$ cat src/rtl/transfer_sender_pkg.sv
// rtl/transfer_sender_pkg.sv - shared command codes, slot constants and state encoding for transfer_sender
package transfer_sender_pkg;

    localparam int SLOT_BITS = 8;

    localparam logic [7:0] CMD_RESET  = 8'h01;
    localparam logic [7:0] CMD_READ   = 8'h02;
    localparam logic [7:0] CMD_WRITE  = 8'h03;
    localparam logic [7:0] CMD_STATUS = 8'h04;
    localparam logic [7:0] CMD_ERASE  = 8'h05;
    localparam logic [7:0] CMD_CONFIG = 8'h06;
    localparam logic [7:0] CMD_BINARY = 8'h07;
    localparam logic [7:0] CMD_SYNC   = 8'h08;

    localparam logic [7:0] IDLE_BYTE  = 8'h00;

    // Slot kinds: idle fill, normal popped byte, data byte paired behind CMD_BINARY
    localparam logic [1:0] ST_FILL = 2'd0;
    localparam logic [1:0] ST_SEND = 2'd1;
    localparam logic [1:0] ST_PAIR = 2'd2;

    typedef enum logic [1:0] {
        STATE_FILL = ST_FILL,
        STATE_SEND = ST_SEND,
        STATE_PAIR = ST_PAIR
    } state_e;

    function automatic logic is_binary_cmd(input logic [7:0] b);
        return b == CMD_BINARY;
    endfunction

    // A binary command may only leave the queue together with its data byte
    function automatic logic head_may_pop(input logic [7:0] head, input logic [3:0] count);
        return !is_binary_cmd(head) || (count >= 4'd2);
    endfunction

endpackage

$ cat src/rtl/transfer_fifo.sv
// rtl/transfer_fifo.sv - small byte FIFO with registered occupancy and combinational head
module transfer_fifo #(
    parameter int DEPTH = 2,
    parameter int WIDTH = 8
) (
    input  logic             clk,
    input  logic             rst,
    input  logic             wr_en,
    input  logic [WIDTH-1:0] wr_data,
    input  logic             rd_en,
    output logic [WIDTH-1:0] rd_data,
    output logic [3:0]       count
);

    localparam int AW = (DEPTH > 1) ? $clog2(DEPTH) : 1;
    localparam logic [AW-1:0] LAST_PTR = AW'(DEPTH - 1);

    logic [WIDTH-1:0] mem [DEPTH];
    logic [AW-1:0]    wr_ptr;
    logic [AW-1:0]    rd_ptr;

    // Storage array; contents need no reset since the pointers define validity
    always_ff @(posedge clk) begin
        if (wr_en) begin
            mem[wr_ptr] <= wr_data;
        end
    end

    assign rd_data = mem[rd_ptr];

    // Pointer and occupancy bookkeeping; the caller never writes when full or reads when empty
    always_ff @(posedge clk or posedge rst) begin
        if (rst) begin
            wr_ptr <= '0;
            rd_ptr <= '0;
            count  <= 4'd0;
        end else begin
            if (wr_en) begin
                wr_ptr <= (wr_ptr == LAST_PTR) ? '0 : wr_ptr + 1'b1;
            end
            if (rd_en) begin
                rd_ptr <= (rd_ptr == LAST_PTR) ? '0 : rd_ptr + 1'b1;
            end
            case ({wr_en, rd_en})
                2'b10:   count <= count + 4'd1;
                2'b01:   count <= count - 4'd1;
                default: count <= count;
            endcase
        end
    end

endmodule

$ cat src/rtl/transfer_sender.sv
// rtl/transfer_sender.sv - serialises queued bytes into continuous 8-bit slots (TRANSFER_SENDER_FIFO_EN selects DEPTH 8)
module transfer_sender
    import transfer_sender_pkg::*;
(
    input  logic       clk,
    input  logic       rst,
    input  logic       readyForTransferIn,
    input  logic       wrValid,
    input  logic [7:0] wrByte,
    output logic       wrReady,
    output logic       dataOut,
    output logic       slotStart,
    output logic       sentValid,
    output logic [3:0] fifoCount
);

`ifdef TRANSFER_SENDER_FIFO_EN
    localparam int DEPTH = 8;
`else
    localparam int DEPTH = 2;
`endif

    localparam logic [2:0] LAST_BIT = 3'(SLOT_BITS - 1);

    logic [2:0] bit_cnt;
    logic [7:0] shift_reg;
    logic [7:0] slot_byte;
    logic [1:0] state;
    logic [1:0] next_state;
    logic [7:0] head;
    logic [7:0] next_byte;
    logic       boundary;
    logic       pair_pending;
    logic       pop;
    logic       rd_en;
    logic       wr_accept;

    assign boundary     = (bit_cnt == LAST_BIT);
    assign pair_pending = (state == ST_SEND) && is_binary_cmd(slot_byte);
    assign wrReady      = !rst && (fifoCount < 4'(DEPTH));
    assign wr_accept    = wrValid && wrReady;
    assign rd_en        = boundary && pop;
    assign next_byte    = pop ? head : IDLE_BYTE;

    transfer_fifo #(
        .DEPTH (DEPTH),
        .WIDTH (8)
    ) u_fifo (
        .clk     (clk),
        .rst     (rst),
        .wr_en   (wr_accept),
        .wr_data (wrByte),
        .rd_en   (rd_en),
        .rd_data (head),
        .count   (fifoCount)
    );

    // Choose what the next slot carries: forced pair data, a permitted head byte, or idle fill
    always_comb begin
        pop        = 1'b0;
        next_state = ST_FILL;
        if (pair_pending) begin
            pop        = 1'b1;
            next_state = ST_PAIR;
        end else if ((fifoCount != 4'd0) && readyForTransferIn && head_may_pop(head, fifoCount)) begin
            pop        = 1'b1;
            next_state = ST_SEND;
        end
    end

    // Bit counter and MSB-first shifter; a new slot byte is loaded on the edge where the counter is 7
    always_ff @(posedge clk or posedge rst) begin
        if (rst) begin
            bit_cnt   <= 3'd0;
            shift_reg <= 8'h00;
            slot_byte <= IDLE_BYTE;
            state     <= ST_FILL;
            dataOut   <= 1'b0;
            slotStart <= 1'b0;
            sentValid <= 1'b0;
        end else begin
            bit_cnt   <= bit_cnt + 3'd1;
            slotStart <= boundary;
            if (boundary) begin
                state     <= next_state;
                slot_byte <= next_byte;
                dataOut   <= next_byte[7];
                shift_reg <= {next_byte[6:0], 1'b0};
                sentValid <= pop;
            end else begin
                dataOut   <= shift_reg[7];
                shift_reg <= {shift_reg[6:0], 1'b0};
            end
        end
    end

endmodule

$ cat config.mk
export PLATFORM = sky130hd
export DESIGN_NAME = transfer_sender
export DESIGN_NICKNAME = d
export VERILOG_FILES = /design/src/rtl/transfer_sender_pkg.sv /design/src/rtl/transfer_fifo.sv /design/src/rtl/transfer_sender.sv
export SDC_FILE = /design/constraint.sdc
export NUM_CORES = 1
export LEC_CHECK = 0
export ABC_AREA = 1
export BUFFER_PORTS_ARGS = -buffer_cell sky130_fd_sc_hd__buf_2
export CELL_PAD_IN_SITES_DETAIL_PLACEMENT = 0
export CELL_PAD_IN_SITES_GLOBAL_PLACEMENT = 1
export CORE_ASPECT_RATIO = 0.8
export CORE_UTILIZATION = 48
export CTS_CLUSTER_DIAMETER = 30
export CTS_CLUSTER_SIZE = 30
export DETAILED_ROUTE_END_ITERATION = 7
export GPL_ROUTABILITY_DRIVEN = 0
export HOLD_SLACK_MARGIN = 0.06
export PLACE_DENSITY_LB_ADDON = 0.12
export SLEW_MARGIN = 20
export SYNTH_ARGS = -nofsm -noshare
export SYNTH_HDL_FRONTEND = slang
export SYNTH_SLANG_ARGS = --single-unit
$ cat constraint.sdc
create_clock -name clk -period 7.4 [get_ports clk]
set_input_delay 1.48 -clock clk [delete_from_list [all_inputs] [get_ports clk]]
set_output_delay 1.48 -clock clk [all_outputs]
set_load 0.01 [all_outputs]
==> results.yml <==
layout:
  drive_above_1_share_pct: 14.29
  nets: 227
  fin_util_pct: 58.63
  diodes: 0
  final_cell_area_mm2: 0.002105
  fillers: 318
  final_cells: 262
  largest_reg_flops: 16
  areaGrowthSynthToFinish_pct: 11.69
worst_setup_path:
  path_class: "input port to primary output"
  crit_path_cell_trace: "buf_2, nor3_1, buf_2"
  cp_slowest_stage_delay_ns: 0.21
  cpMaxStageDelayCell: "nor3_1"
  cp-end-kind: "primary output"
  worstPathArrival_ns: 1.98
  cp_max_fo: 2
  cp_common_cell: "buf_2"
  worstPathRequired_ns: 5.92
  start_kind: "input port"
die:
  start_util_pct: 52.49
  die_w_um: 72.05
  pin_count: 20
  die_area_mm2: 0.004182
  num_rows: 19
  core_area_mm2: 0.003590
  die_h_um: 58.04
clock_tree:
  cts_buffers: 5
  cts.path.max_buffers: 2
  cts.sinks: 45
  postCtsHoldBufs: 0
  postCtsSetupBuffers: 0
  cts_root_buf: "clkbuf_8"
  clk_pin_slew_ns: 0.08
  cts_tree: "yes"
  cts_max_level: 2
  insertion_delay_ns: 0.28
  cts_resized: 0
power_and_ir_drop:
  power_density_mw_per_mm2: 301.8
  internal_power_uw: 436.5
  swShare_pct: 31.29
  clkPwrFrac_pct: 22.0
  leakage_uw: 0.001118
  p_seq_share_pct: 54.1
  p_sw_uw: 198.8
  p_comb_share_pct: 23.8
  peakVddDrop_mv: 0.1701
grt:
  grt-ovfl-total: 0
  grt_pass1_vias: 1161
  antenna_found_initial: 0
  grt_max_degree: 30
  grt_pass1_wl_um: 5154
  grt_usage_pct: 16.54
timing:
  maxClockFrequency_ghz: 0.2893
  final-setup-viol-count: 0
  maxSlewHeadroom_pct: 56.11
  tightestPinTransition_ns: 0.6560
  min_period_over_period_pct: 46.71
  finClkSkew_ns: 0.007847
  period_minus_slack_ns: 3.456
  slew_viol_final: 0
  grt_setup_unrepaired: "false"
  setup_ws_ns: 3.944
  hold_viol: 0
  finalSetupTns_ns: 0
synth:
  yosysMostFrequentCell: "nand2_1"
  synth_top_area_share_pct: 38.51
  yosysSeqAreaShare_pct: 64.01
  syn_inst: 185
  synth_common_cells: "nand2_1 (68), dfrtp_1 (29), inv_1 (29), edfxtp_1 (16), nor2_1 (7)"
  avgSynthCellArea_um2: 10.19
  syn-num-nets: 203
  async_reset_ff_share_pct: 64.44
  synth_area_mm2: 0.001884
  synthTopCellsByArea: "dfrtp_1 (39%), edfxtp_1 (25%), nand2_1 (14%)"
  yosysWarningCount: 0
  synth_edf_count: 16
  ys_ff_latch: 45
  synth_top_cell_by_area: "dfrtp_1"
  yosysUniqueCellTypes: 25
  synthFlopType: "dfrtp_1"
routing:
  first_pass_iters: 4
  dr_total_vias: 1203
  postRouteAntennaNets: 0
  via_per_inst: 4.592
  post-route-drc-count: 0
  wl_per_cell_um: 10.86
  drt_iter0_markers: 40
  routed_wl_um: 2845
hold_path:
  min_path_type: "flop to flop"
placed_design:
  dp_cells: 254
  pre_cts_ws_ns: 3.958
  placed_cell_area_mm2: 0.002024
  io_buffer_count: 19
  hpwl_um: 2085
job:
  maxCapViolCount: 0
run_status:
  status: "finished, final reports clean"
==> worst paths after layout <==
kind	from	to	slack, ns	cells after the start
min reg2reg	bit_cnt[0]	bit_cnt[0]	0.44	1
max reg2reg	u_fifo.rd_ptr	u_fifo.count[3]	4.66	14
min	bit_cnt[0]	bit_cnt[0]	0.44	1
max in group asynchronous	rst	shift_reg[4]	5.74	2
max	rst	wrReady	3.94	3
min in group asynchronous	rst	u_fifo.wr_ptr	1.26	2
==> stage by stage <==
step / hold WS, ns / total power, uW
floorplan: 0.4006 / 460.6
global placement: 0.4139 / 497.6
detailed placement: 0.4343 / 503.1
CTS: 0.4480 / 643.8
global route: 0.4638 / 686.2
finish: 0.4355 / 635.2
==> metal layers <==
layer	vias up	track usage (%)	routed length (um)
met4	0	5.882	16
met5	-	0	0
met2	24	26.42	1289
met1	557	21.90	1455
met3	2	4.696	84
li1	620	-	-
==> layout make-up <==
type / count / area, um^2 / area share [%]
clock buffers: 8 / 80.08 / 3.805
inverters: 30 / 112.6 / 5.351
multi-input cells: 108 / 545.5 / 25.92
flip-flops and latches: 45 / 1206 / 57.31
well taps: 52 / 65.06 / 3.092
repair buffers: 19 / 95.09 / 4.518
==> critical path: cells and delay by family <==
family | cells | cell delay [ns]
buffers and inverters | 2 | 0.28
and+or+nand+nor | 1 | 0.21
==> cell usage in the layout, fill, tap and decap left out <==
cell / count
ha_1: 5
clkbuf_8: 5
o21ai_1: 1
nand3_2: 1
nand2_1: 68
nor2_1: 7
mux2_2: 1
buf_2: 19
inv_1: 28
nand4_1: 2
dfrtp_1: 29
xor2_1: 4
nand3_1: 3
nand2_4: 1
edfxtp_1: 16
and3_1: 1
nor4_1: 1
clkinv_1: 1
o21ai_0: 6
clkbuf_1: 3
nor3_1: 1
a21boi_0: 1
xnor2_1: 1
nand2_2: 2
inv_2: 1
a21oi_1: 1
fa_1: 1
==> power groups by stage <==
stage / Combinational [uW] / Sequential, uW / Clock, uW
floorplan: 117 / 343 / 0
global placement: 151 / 347 / 0
detailed placement: 154 / 350 / 0
CTS: 154 / 345 / 145
global route: 181 / 352 / 154
finish: 151 / 344 / 140
==> logic make-up after synthesis <==
group	after synthesis	synth area share [%]
AOI/OAI and AO/OA	9	2.523
xor gates and xnor gates	5	2.324
adders and majority gates	6	4.383
buffers and inverters	32	7.038
DFF	45	64.01
muxes	1	0.5976
and+or+nand+nor	87	19.12
Note: power is estimated with default switching activity, not from simulation.
